### src/rtl/mips_pkg.sv
// -----------------------------------------------------------------------------
// mips_pkg
// Shared definitions for the multi-cycle MIPS control path:
//   - ALU operation encodings (must match the ALU exactly)
//   - 4-bit FSM state encoding (FETCH is 0 so a reset state reads as 0)
//   - opcode / funct constants
//   - pc_source and alu_src_b mux encodings
//   - helper predicates on opcodes
// -----------------------------------------------------------------------------
package mips_pkg;

    // ALU operation encoding
    localparam logic [2:0] ALU_NOP = 3'b000;
    localparam logic [2:0] ALU_ADD = 3'b001;
    localparam logic [2:0] ALU_SUB = 3'b010;
    localparam logic [2:0] ALU_AND = 3'b011;
    localparam logic [2:0] ALU_OR  = 3'b100;
    localparam logic [2:0] ALU_XOR = 3'b101;
    localparam logic [2:0] ALU_NOR = 3'b110;

    // FSM state encoding
    typedef enum logic [3:0] {
        S_FETCH    = 4'd0,
        S_DECODE   = 4'd1,
        S_MEM_ADDR = 4'd2,
        S_MEM_RD   = 4'd3,
        S_MEM_WB   = 4'd4,
        S_MEM_WR   = 4'd5,
        S_R_EXEC   = 4'd6,
        S_R_WB     = 4'd7,
        S_I_EXEC   = 4'd8,
        S_I_WB     = 4'd9,
        S_BEQ      = 4'd10,
        S_JMP      = 4'd11,
        S_EXC      = 4'd12
    } state_t;

    // Opcodes (instr[31:26])
    localparam logic [5:0] OP_RTYPE = 6'h00;
    localparam logic [5:0] OP_J     = 6'h02;
    localparam logic [5:0] OP_BEQ   = 6'h04;
    localparam logic [5:0] OP_ADDI  = 6'h08;
    localparam logic [5:0] OP_ANDI  = 6'h0C;
    localparam logic [5:0] OP_ORI   = 6'h0D;
    localparam logic [5:0] OP_XORI  = 6'h0E;
    localparam logic [5:0] OP_LW    = 6'h23;
    localparam logic [5:0] OP_SW    = 6'h2B;

    // R-type funct codes (instr[5:0])
    localparam logic [5:0] F_ADD  = 6'h20;
    localparam logic [5:0] F_ADDU = 6'h21;
    localparam logic [5:0] F_SUB  = 6'h22;
    localparam logic [5:0] F_SUBU = 6'h23;
    localparam logic [5:0] F_AND  = 6'h24;
    localparam logic [5:0] F_OR   = 6'h25;
    localparam logic [5:0] F_XOR  = 6'h26;
    localparam logic [5:0] F_NOR  = 6'h27;

    // pc_source encoding
    localparam logic [1:0] PCSRC_ALU    = 2'b00;
    localparam logic [1:0] PCSRC_ALUOUT = 2'b01;
    localparam logic [1:0] PCSRC_JUMP   = 2'b10;
    localparam logic [1:0] PCSRC_EXC    = 2'b11;

    // alu_src_b encoding
    localparam logic [1:0] SRCB_RT   = 2'b00;
    localparam logic [1:0] SRCB_FOUR = 2'b01;
    localparam logic [1:0] SRCB_SIMM = 2'b10;
    localparam logic [1:0] SRCB_ZIMM = 2'b11;

    // True for the immediate ALU instructions handled by I_EXEC
    function automatic logic is_itype(input logic [5:0] opcode);
        logic hit;
        case (opcode)
            OP_ADDI, OP_ANDI, OP_ORI, OP_XORI: hit = 1'b1;
            default:                           hit = 1'b0;
        endcase
        return hit;
    endfunction

    // True for the memory instructions handled by MEM_ADDR
    function automatic logic is_mem(input logic [5:0] opcode);
        return (opcode == OP_LW) || (opcode == OP_SW);
    endfunction

endpackage

### src/rtl/mips_alu_dec.sv
// -----------------------------------------------------------------------------
// mips_alu_dec
// Combinational R-type funct -> ALU operation decoder.
// Ports:
//   funct     in  6 : instr[5:0]
//   alu_op    out 3 : ALU operation (NOP for unsupported funct codes)
//   is_signed out 1 : funct is a trapping signed op (add / sub only)
// -----------------------------------------------------------------------------
module mips_alu_dec
    import mips_pkg::*;
(
    input  logic [5:0] funct,
    output logic [2:0] alu_op,
    output logic       is_signed
);

    // funct decode; addu/subu share the ALU op with add/sub but never trap
    always_comb begin
        alu_op    = ALU_NOP;
        is_signed = 1'b0;
        case (funct)
            F_ADD: begin
                alu_op    = ALU_ADD;
                is_signed = 1'b1;
            end
            F_ADDU: alu_op = ALU_ADD;
            F_SUB: begin
                alu_op    = ALU_SUB;
                is_signed = 1'b1;
            end
            F_SUBU: alu_op = ALU_SUB;
            F_AND:  alu_op = ALU_AND;
            F_OR:   alu_op = ALU_OR;
            F_XOR:  alu_op = ALU_XOR;
            F_NOR:  alu_op = ALU_NOR;
            default: begin
                alu_op    = ALU_NOP;
                is_signed = 1'b0;
            end
        endcase
    end

endmodule

### src/rtl/mips_mc_control.sv
// -----------------------------------------------------------------------------
// mips_mc_control
// Multi-cycle MIPS control FSM. Sequences fetch, decode, execute, memory and
// write-back, driving the ALU op / operand muxes and all datapath strobes.
//
// Configuration macro: MIPS_OVF_TRAP_EN
//   defined   : signed add/sub/addi with overflow go to EXC instead of WB
//   undefined : overflow is ignored, EXC is not built, exc is tied to 0
//
// Parameters:
//   EXC_VEC_SEL : pc_source value selecting the exception vector
// Ports:
//   clk, rst (sync, active-high)
//   instr[31:0], zero, overflow, mem_ready        : inputs
//   mem_read, mem_write, i_or_d, ir_write          : memory / IR strobes
//   pc_write, pc_write_cond, pc_source[1:0]        : PC update control
//   alu_src_a, alu_src_b[1:0], alu_op[2:0]         : ALU control
//   reg_write, reg_dst, mem_to_reg                 : register-file control
//   exc                                            : overflow trap taken
//   state[3:0]                                     : current state (debug)
//
// Outputs decode combinationally from the state register (ir_write/pc_write
// in FETCH also depend on mem_ready). All outputs read 0 while rst is high.
// instr is not latched; it must stay stable from DECODE to instruction end.
// -----------------------------------------------------------------------------
module mips_mc_control
    import mips_pkg::*;
#(
    parameter logic [1:0] EXC_VEC_SEL = 2'b11
) (
    input  logic        clk,
    input  logic        rst,
    input  logic [31:0] instr,
    input  logic        zero,
    input  logic        overflow,
    input  logic        mem_ready,
    output logic        mem_read,
    output logic        mem_write,
    output logic        i_or_d,
    output logic        ir_write,
    output logic        pc_write,
    output logic        pc_write_cond,
    output logic [1:0]  pc_source,
    output logic        alu_src_a,
    output logic [1:0]  alu_src_b,
    output logic [2:0]  alu_op,
    output logic        reg_write,
    output logic        reg_dst,
    output logic        mem_to_reg,
    output logic        exc,
    output logic [3:0]  state
);

    state_t      state_r;
    state_t      state_next_s;

    logic [5:0]  opcode_s;
    logic [2:0]  r_alu_op_s;
    logic        r_signed_s;
    logic        trap_r_s;
    logic        trap_i_s;

    // Un-gated decoded outputs
    logic        mem_read_s;
    logic        mem_write_s;
    logic        i_or_d_s;
    logic        ir_write_s;
    logic        pc_write_s;
    logic        pc_write_cond_s;
    logic [1:0]  pc_source_s;
    logic        alu_src_a_s;
    logic [1:0]  alu_src_b_s;
    logic [2:0]  alu_op_s;
    logic        reg_write_s;
    logic        reg_dst_s;
    logic        mem_to_reg_s;
    logic        exc_s;

    // Instruction fields the controller does not decode, and the branch
    // condition (the datapath combines zero with pc_write_cond itself)
    logic        unused_fields_s;

    assign opcode_s        = instr[31:26];
    assign unused_fields_s = (^instr[25:6]) ^ zero;

    mips_alu_dec u_alu_dec (
        .funct     (instr[5:0]),
        .alu_op    (r_alu_op_s),
        .is_signed (r_signed_s)
    );

`ifdef MIPS_OVF_TRAP_EN
    assign trap_r_s = overflow & r_signed_s;
    assign trap_i_s = overflow & (opcode_s == OP_ADDI);
`else
    logic unused_trap_s;
    assign unused_trap_s = overflow ^ r_signed_s ^ (^EXC_VEC_SEL);
    assign trap_r_s      = 1'b0;
    assign trap_i_s      = 1'b0;
`endif

    // State register with synchronous reset to FETCH
    always_ff @(posedge clk) begin
        if (rst) begin
            state_r <= S_FETCH;
        end else begin
            state_r <= state_next_s;
        end
    end

    // Next-state and output decode; every output defaults to 0
    always_comb begin
        state_next_s    = state_r;
        mem_read_s      = 1'b0;
        mem_write_s     = 1'b0;
        i_or_d_s        = 1'b0;
        ir_write_s      = 1'b0;
        pc_write_s      = 1'b0;
        pc_write_cond_s = 1'b0;
        pc_source_s     = PCSRC_ALU;
        alu_src_a_s     = 1'b0;
        alu_src_b_s     = SRCB_RT;
        alu_op_s        = ALU_NOP;
        reg_write_s     = 1'b0;
        reg_dst_s       = 1'b0;
        mem_to_reg_s    = 1'b0;
        exc_s           = 1'b0;

        case (state_r)
            S_FETCH: begin
                mem_read_s  = 1'b1;
                i_or_d_s    = 1'b0;
                alu_src_a_s = 1'b0;
                alu_src_b_s = SRCB_FOUR;
                alu_op_s    = ALU_ADD;
                // IR load and PC+4 only commit on the completing cycle
                ir_write_s  = mem_ready;
                pc_write_s  = mem_ready;
                if (mem_ready) begin
                    state_next_s = S_DECODE;
                end else begin
                    state_next_s = S_FETCH;
                end
            end

            S_DECODE: begin
                // Precompute the branch target into ALUOut
                alu_src_b_s = SRCB_SIMM;
                alu_op_s    = ALU_ADD;
                if (opcode_s == OP_RTYPE) begin
                    state_next_s = S_R_EXEC;
                end else if (is_mem(opcode_s)) begin
                    state_next_s = S_MEM_ADDR;
                end else if (opcode_s == OP_BEQ) begin
                    state_next_s = S_BEQ;
                end else if (opcode_s == OP_J) begin
                    state_next_s = S_JMP;
                end else if (is_itype(opcode_s)) begin
                    state_next_s = S_I_EXEC;
                end else begin
                    // Unknown opcode: silently drop and refetch
                    state_next_s = S_FETCH;
                end
            end

            S_MEM_ADDR: begin
                alu_src_a_s = 1'b1;
                alu_src_b_s = SRCB_SIMM;
                alu_op_s    = ALU_ADD;
                if (opcode_s == OP_LW) begin
                    state_next_s = S_MEM_RD;
                end else if (opcode_s == OP_SW) begin
                    state_next_s = S_MEM_WR;
                end else begin
                    state_next_s = S_FETCH;
                end
            end

            S_MEM_RD: begin
                mem_read_s = 1'b1;
                i_or_d_s   = 1'b1;
                if (mem_ready) begin
                    state_next_s = S_MEM_WB;
                end else begin
                    state_next_s = S_MEM_RD;
                end
            end

            S_MEM_WB: begin
                reg_write_s  = 1'b1;
                reg_dst_s    = 1'b0;
                mem_to_reg_s = 1'b1;
                state_next_s = S_FETCH;
            end

            S_MEM_WR: begin
                mem_write_s = 1'b1;
                i_or_d_s    = 1'b1;
                if (mem_ready) begin
                    state_next_s = S_FETCH;
                end else begin
                    state_next_s = S_MEM_WR;
                end
            end

            S_R_EXEC: begin
                alu_src_a_s = 1'b1;
                alu_src_b_s = SRCB_RT;
                alu_op_s    = r_alu_op_s;
                if (trap_r_s) begin
                    state_next_s = S_EXC;
                end else begin
                    state_next_s = S_R_WB;
                end
            end

            S_R_WB: begin
                reg_write_s  = 1'b1;
                reg_dst_s    = 1'b1;
                mem_to_reg_s = 1'b0;
                state_next_s = S_FETCH;
            end

            S_I_EXEC: begin
                alu_src_a_s = 1'b1;
                case (opcode_s)
                    OP_ADDI: begin
                        alu_src_b_s = SRCB_SIMM;
                        alu_op_s    = ALU_ADD;
                    end
                    OP_ANDI: begin
                        alu_src_b_s = SRCB_ZIMM;
                        alu_op_s    = ALU_AND;
                    end
                    OP_ORI: begin
                        alu_src_b_s = SRCB_ZIMM;
                        alu_op_s    = ALU_OR;
                    end
                    OP_XORI: begin
                        alu_src_b_s = SRCB_ZIMM;
                        alu_op_s    = ALU_XOR;
                    end
                    default: begin
                        alu_src_b_s = SRCB_RT;
                        alu_op_s    = ALU_NOP;
                    end
                endcase
                if (trap_i_s) begin
                    state_next_s = S_EXC;
                end else begin
                    state_next_s = S_I_WB;
                end
            end

            S_I_WB: begin
                reg_write_s  = 1'b1;
                reg_dst_s    = 1'b0;
                state_next_s = S_FETCH;
            end

            S_BEQ: begin
                alu_src_a_s     = 1'b1;
                alu_src_b_s     = SRCB_RT;
                alu_op_s        = ALU_SUB;
                pc_write_cond_s = 1'b1;
                pc_source_s     = PCSRC_ALUOUT;
                state_next_s    = S_FETCH;
            end

            S_JMP: begin
                pc_write_s   = 1'b1;
                pc_source_s  = PCSRC_JUMP;
                state_next_s = S_FETCH;
            end

`ifdef MIPS_OVF_TRAP_EN
            S_EXC: begin
                exc_s        = 1'b1;
                pc_write_s   = 1'b1;
                pc_source_s  = EXC_VEC_SEL;
                state_next_s = S_FETCH;
            end
`endif

            default: begin
                state_next_s = S_FETCH;
            end
        endcase
    end

    // While rst is high every output, including the debug state, reads 0
    assign mem_read      = ~rst & mem_read_s;
    assign mem_write     = ~rst & mem_write_s;
    assign i_or_d        = ~rst & i_or_d_s;
    assign ir_write      = ~rst & ir_write_s;
    assign pc_write      = ~rst & pc_write_s;
    assign pc_write_cond = ~rst & pc_write_cond_s;
    assign pc_source     = rst ? 2'b00 : pc_source_s;
    assign alu_src_a     = ~rst & alu_src_a_s;
    assign alu_src_b     = rst ? 2'b00 : alu_src_b_s;
    assign alu_op        = rst ? 3'b000 : alu_op_s;
    assign reg_write     = ~rst & reg_write_s;
    assign reg_dst       = ~rst & reg_dst_s;
    assign mem_to_reg    = ~rst & mem_to_reg_s;
    assign exc           = ~rst & exc_s;
    assign state         = rst ? 4'd0 : state_r;

endmodule
### config.mk
export PLATFORM = sky130hd
export DESIGN_NAME = mips_mc_control
export DESIGN_NICKNAME = d
export VERILOG_FILES = /design/src/rtl/mips_pkg.sv /design/src/rtl/mips_alu_dec.sv /design/src/rtl/mips_mc_control.sv
export SDC_FILE = /design/constraint.sdc
export NUM_CORES = 1
export LEC_CHECK = 0
export CAP_MARGIN = 40
export CORE_MARGIN = 3
export CORE_UTILIZATION = 30
export CTS_CLUSTER_DIAMETER = 50
export DETAILED_ROUTE_END_ITERATION = 6
export PLACE_DENSITY_LB_ADDON = 0.2
export SLEW_MARGIN = 20
export SYNTH_ARGS = -nofsm -noshare
export SYNTH_HDL_FRONTEND = slang
export SYNTH_SLANG_ARGS = --single-unit
### constraint.sdc
create_clock -name clk -period 2 [get_ports clk]
set_clock_uncertainty 0.2 [all_clocks]
set_input_delay 0.3 -clock clk [delete_from_list [all_inputs] [get_ports clk]]
set_output_delay 0.3 -clock clk [all_outputs]
set_load 0.02 [all_outputs]
==> results.tsv, run 1 <==
metric	value	unit
cts_sinks	4	
htree_levels	1	
cts.clk_slew.worst_paths	0.04	ns
critPathCaptureType	primary output	
finalMaxSlewViolations	0	
ys_warn_count	0	
crit_chain	or2_4 > or4_4 > or4_4 > a21oi_4 > buf_6	
final_cell_mix	56 x buf_4, 13 x buf_6, 12 x nor2_1	
failed_checks	negative setup slack	
wl	3.51	mm
hold_viol	0	
drive_gt1_frac	0.588	
cp.buffers_inverters	1	
synthCells	119	
largest_register	state_r	
fmax	404	MHz
crit_cells	5	
ff2ff_setup_slack	-0.13	ns
syn-cell-area	779	µm²
firstDrtPassIters	6	
ir_worst_vdd	354	µV
dpl.hpwl	2.09	mm
globalplace.congestion	0.791	
totalNegativeSetupSlack	-1.52	ns
r2r-end	state_r[1]	
grt_use_met2	0.362	
cp-startpoint	state_r[0]	
antenna_found_initial	0	
area_delta_synth_final	126	%
r2r-start	state_r[0]	
rows	17	
use_met1	0.222	
ctsHoldBuffers	0	
crit_type	flop to primary output	
setup_violations	10	
layout_setup_ws	-0.473	ns
rsz0062_at_grt	true	
drc_errors	0	
p_leak	0.839	nW
tritoncts	done	
crit_end	alu_op[0]	
antenna_left	0	
grt.overflow.total	0	
min_period_over_period	1.24	
cp_common_cell	or4_4	
power.density	252	nW/µm²
met3_usage	0.0407	
grt_max_degree	10	
synth_area_per_cell	6.55	µm²
io_pins	59	
synth_cell_types	50	
cp_max_fo	2	
cpPeakStageDelay	0.45	ns
hold_slack	0.358	ns
fillers	177	
core	2340	µm²
dominantRegCellSynth	dfxtp_1	
die_w	57.0	µm
grt_use_total	0.196	
num_antenna_cells	0	
clockBufferDepth	2	
grt_pass1_wl	5.15	mm
grt_pass1_vias	1157	
critPathLaunchType	flop	
avgRoutedWirePerCell	15.1	µm
crit_slowest_cell	or4_4	
ys_ff_latch	4	
fin_crit	2.47	ns
ys_seq_area_frac	0.103	
grt.busiest_layer	met2	
fin_cells	232	
die_area	3250	µm²
root_buffer	clkbuf_4	
nets	243	
drv_cap	0	
pre_cts_slack	-1.03	ns
drtIter0Drc	39	
insertion_delay	0.25	ns
initial_core_util	0.333	
synth_edf_count	0	
ff2ff_path_depth	9	
path_delay_family	simple AND/OR/NAND/NOR gates	
status	complete, but fails checks	
hold_class	input pin to flop	
cts_made_buffers	3	
via_count	1255	
routed_via_density	5.41	
crit_required	1.50	ns
ys_async_sr_fraction	0	
top_regs	state_r x4	
worstPathArrival	1.97	ns
die_h	57.0	µm
dp_cells	208	
synth_nets	156	
io_buffer_count	35	
largest_reg_flops	4	
final_common_cell	buf_4	
[area by class of cell]
type                            count  area (µm²)  share of cell area
Clock buffer                        3        22.5              0.0128
Inverter                            4        15.0             0.00850
Sequential cell                     4        87.6              0.0496
Timing Repair Buffer               95         791               0.448
Tap cell                           28        35.0              0.0198
Multi-Input combinational cell     98         815               0.461
[repair_timing]
| item | CTS | global route |
|---|---|---|
| buffers inserted | 19 | 4 |
| pin swaps | 10 | 9 |
| setup endpoints to repair | 24 | 18 |
| resized for setup | 126 | 20 |
[worst min-delay path by stage]
stage	start	endpoint	slack [ns]	cells past startpoint
after floorplan	instr[30]	state_r[1]	0.28	2
after global placement	state_r[3]	state_r[2]	0.50	2
after detailed placement	state_r[3]	state_r[2]	0.52	2
after CTS	instr[30]	state_r[1]	0.34	5
after global routing	instr[30]	state_r[2]	0.37	6
final	instr[30]	state_r[2]	0.36	6
[worst reg2reg max path, delay by kind of cell, from the launching register on]
family / cells / cell delay, ns
buffers and inverters: 5 / 0.61
AND/OR/NAND/NOR: 2 / 0.52
AO/OA/AOI/OAI: 2 / 0.41
flip-flops: 1 / 0.31
[per-stage QoR]
step | power [W] | instance area, µm² | util
2_1_floorplan | 0.000175 | 823 | -
3_3_place_gp | 0.000277 | 1440 | 0.614
3_5_place_dp | 0.000280 | 1440 | 0.614
4_1_cts | 0.000417 | 1700 | 0.726
5_1_grt | 0.000469 | 1770 | 0.755
6_report | 0.000444 | 1770 | 0.755
[where the power goes]
| group | switching, W | internal [W] | total (W) |
|---|---|---|---|
| Combinational | 0.000111 | 0.000140 | 0.000251 |
| Sequential | 0.00000152 | 0.0000811 | 0.0000826 |
| Clock | 0.0000429 | 0.0000678 | 0.000111 |
| Total | 0.000156 | 0.000289 | 0.000444 |
[cells by family (layout without fill, tap and decap cells)]
kind of cell	after synthesis	count (layout)	synth area share
buffers and inverters	17	102	0.103
AND/OR/NAND/NOR	62	62	0.446
AO/OA/AOI/OAI	29	29	0.273
XOR/XNOR	4	4	0.0450
multiplexers	1	1	0.0128
flip-flops	4	4	0.103
adder cells (fa/ha/maj)	1	1	0.0128
other	1	1	0.00481
[per-layer routing]
layer / wire, µm / part of all wire / vias to the layer above
met2: 1830 / 0.52 / 53
met4: 104 / 0.030 / 0
met1: 1340 / 0.38 / 588
met5: 0 / 0 / -
li1: - / - / 602
met3: 230 / 0.066 / 12
[cell usage after synthesis (4+ instances only)]
library cell / count / area (µm²)
inv_1: 4 / 15.0
nor3_1: 5 / 25.0
a21oi_1: 8 / 40.0
dfxtp_1: 4 / 80.1
nor2_1: 14 / 52.6
clkbuf_1: 8 / 30.0
nor2b_1: 8 / 50.1
nand2_1: 9 / 33.8
Note: power is estimated with default switching activity, not from simulation.
==> run 2: changes to the inputs <==
--- a/config.mk
+++ b/config.mk
@@ -7,9 +7,12 @@
 export LEC_CHECK = 0
 export CAP_MARGIN = 40
+export CELL_PAD_IN_SITES_DETAIL_PLACEMENT = 1
+export CELL_PAD_IN_SITES_GLOBAL_PLACEMENT = 2
 export CORE_MARGIN = 3
-export CORE_UTILIZATION = 30
+export CORE_UTILIZATION = 14
 export CTS_CLUSTER_DIAMETER = 50
 export DETAILED_ROUTE_END_ITERATION = 6
 export PLACE_DENSITY_LB_ADDON = 0.2
+export SKIP_LAST_GASP = 1
 export SLEW_MARGIN = 20
 export SYNTH_ARGS = -nofsm -noshare
==> constraint.sdc (replaced) <==
create_clock -name clk -period 2 [get_ports clk]
set_clock_uncertainty 0.2 [all_clocks]
set_input_delay 0.2 -clock clk [delete_from_list [all_inputs] [get_ports clk]]
set_output_delay 0.2 -clock clk [all_outputs]
set_load 0.02 [all_outputs]
==> run 2 against run 1 <==
Against the previous run:
- the flow still finishes with violations (negative setup slack)
- register-to-register slack better by 0.19 ns
- sequential power is 1% higher
- flip-flop and latch count stayed put
- critical path type unchanged
- highest routed layer unchanged
- combinational power is 12% lower
- final cell count is 14% higher
- global-route usage is 8.4 points lower
- clock power is 51% higher
- total power is 6.4% higher
- critical path depth stayed put
- worst setup slack better by 0.14 ns
- critical endpoint unchanged
==> results.tsv, run 2 (same netlist as run 1, synthesis figures left out) <==
metric	value	unit
finalMaxSlewViolations	0	
ff2ff_path_depth	6	
drc_errors	0	
cts_sinks	4	
initial_core_util	0.149	
top_regs	state_r x4	
grt.overflow.total	0	
cp.buffers_inverters	1	
cts.clk_slew.worst_paths	0.03	ns
failed_checks	negative setup slack	
critPathLaunchType	flop	
hold_depth	6	
area_delta_synth_final	116	%
final_cell_mix	46 x buf_4, 13 x nor2_1, 10 x clkbuf_2	
grt_pass1_vias	1188	
insertion_delay	0.22	ns
cp_common_cell	or4_4	
ir_worst_vdd	118	µV
largest_reg_flops	4	
via_count	1145	
grt_pass1_wl	5.72	mm
power.density	281	nW/µm²
finalInstanceArea	1680	µm²
grt_use_total	0.112	
drtIter0Drc	41	
post_dp_cell_area	1530	µm²
root_buffer	clkbuf_8	
drive_gt1_frac	0.510	
final_common_cell	buf_4	
fin_crit	2.34	ns
antenna_left	0	
rsz0062_at_grt	true	
worstPathArrival	1.94	ns
io_pins	59	
hold_viol	0	
dpl.hpwl	2.76	mm
antenna_found_initial	0	
hold_slack	0.305	ns
min_from	instr[30]	
cpPeakStageDelay	0.45	ns
ff2ff_setup_slack	0.06	ns
io_buffer_count	35	
crit_slowest_cell	or4_4	
fillers	633	
layout_setup_ws	-0.335	ns
crit_type	flop to primary output	
core	5240	µm²
fmax	428	MHz
wl	3.46	mm
grt_max_degree	20	
rows	26	
cts_made_buffers	3	
ctsHoldBuffers	0	
nets	233	
num_antenna_cells	0	
htree_levels	1	
die_w	80.6	µm
die_h	80.6	µm
hold_end	state_r[3]	
r2r-start	state_r[0]	
die_area	6500	µm²
cp_max_fo	2	
critPathCaptureType	primary output	
crit_required	1.60	ns
largest_register	state_r	
avgRoutedWirePerCell	13.1	µm
path_delay_family	simple AND/OR/NAND/NOR gates	
crit_chain	or2_4 > or4_4 > or4_4 > a21oi_4 > buf_6	
p_leak	0.798	nW
globalplace.congestion	0.767	
r2r-end	state_r[2]	
hold_class	input pin to flop	
min_period_over_period	1.17	
tritoncts	done	
status	complete, but fails checks	
clockBufferDepth	2	
routed_via_density	4.34	
totalNegativeSetupSlack	-0.542	ns
firstDrtPassIters	4	
finalPower	0.000473	W
setup_violations	2	
drv_cap	0	
## run 2: changes by cell type in the layout (fill, tap and decap cells not counted), sizes merged
cell,previous run,this run
clkbuf,3,13
dlymetal6s2s,0,3
clkdlybuf4s50,6,8
dlygate4sd2,8,5
clkdlybuf4s15,3,2
buf,78,57
## run 2: how the worst max path moves through the flow
| stage | startpoint | end | slack (ns) | cells after the start |
|---|---|---|---|---|
| floorplan | state_r[1] | alu_op[0] | -0.11 | 5 |
| global route | state_r[0] | alu_op[0] | -0.38 | 5 |
| detailed placement | instr[29] | alu_op[0] | -0.86 | 6 |
| finish | state_r[0] | alu_op[0] | -0.34 | 5 |
| global placement | instr[30] | alu_src_b[0] | -0.84 | 7 |
| CTS | state_r[0] | alu_op[0] | -0.35 | 5 |
## run 2: routing by layer
| metal | vias to the layer above | GRT usage | routed length (µm) |
|---|---|---|---|
| met5 | - | 0 | 0 |
| met4 | 0 | 0.0355 | 42 |
| met3 | 4 | 0.0146 | 153 |
| met2 | 25 | 0.198 | 1670 |
| met1 | 534 | 0.138 | 1600 |
| li1 | 582 | - | - |
## run 2: final cells by class
cell class,count,area [µm²],share of cell area
multi-input cells,98,768,0.456
repair buffers,85,689,0.409
well taps,70,87.6,0.0520
flip-flops and latches,4,82.6,0.0490
clock buffers,3,41.3,0.0245
inverters,4,15.0,0.00892
## run 2: what timing repair did
action | in CTS | in global routing
resized for setup | 75 | 36
pin swaps | 4 | 8
setup buffers | 3 | 1
setup endpoints to repair | 23 | 20
## run 2: per-stage QoR
step                      cells  setup slack, ns  utilization
after floorplan             119           -0.113            -
after global placement      257           -0.836        0.292
after detailed placement    257           -0.859        0.292
after CTS                   263           -0.351        0.315
after global routing        264           -0.378        0.322
final                       264           -0.335        0.322
## run 2: power by group
part	leakage [nW]	internal (W)	switching, W
sequential	0.0335	0.0000824	0.00000116
clock	0.0216	0.000128	0.0000403
combinational	0.743	0.000118	0.000103
total	0.798	0.000328	0.000145
## run 2: worst reg2reg max path: stages, from the launching register on
cell      delay, ns
dfxtp_1        0.30
buf_4          0.20
nand2b_4       0.17
buf_4          0.14
or3_4          0.37
o311a_1        0.30
o31ai_2        0.17
==> run 3: changes to the inputs <==
HOLD_SLACK_MARGIN = 0.08   (was unset)
SKIP_LAST_GASP = unset   (was 1)
==> results of run 3 <==
Final layout, timing and power as in run 2 (identical DEF).
Among the figures that moved: number of gates resized after CTS 75 -> 76; wire length of the first global-routing pass 5720 µm -> 5710 µm; overall routing resource usage 0.112 -> 0.111
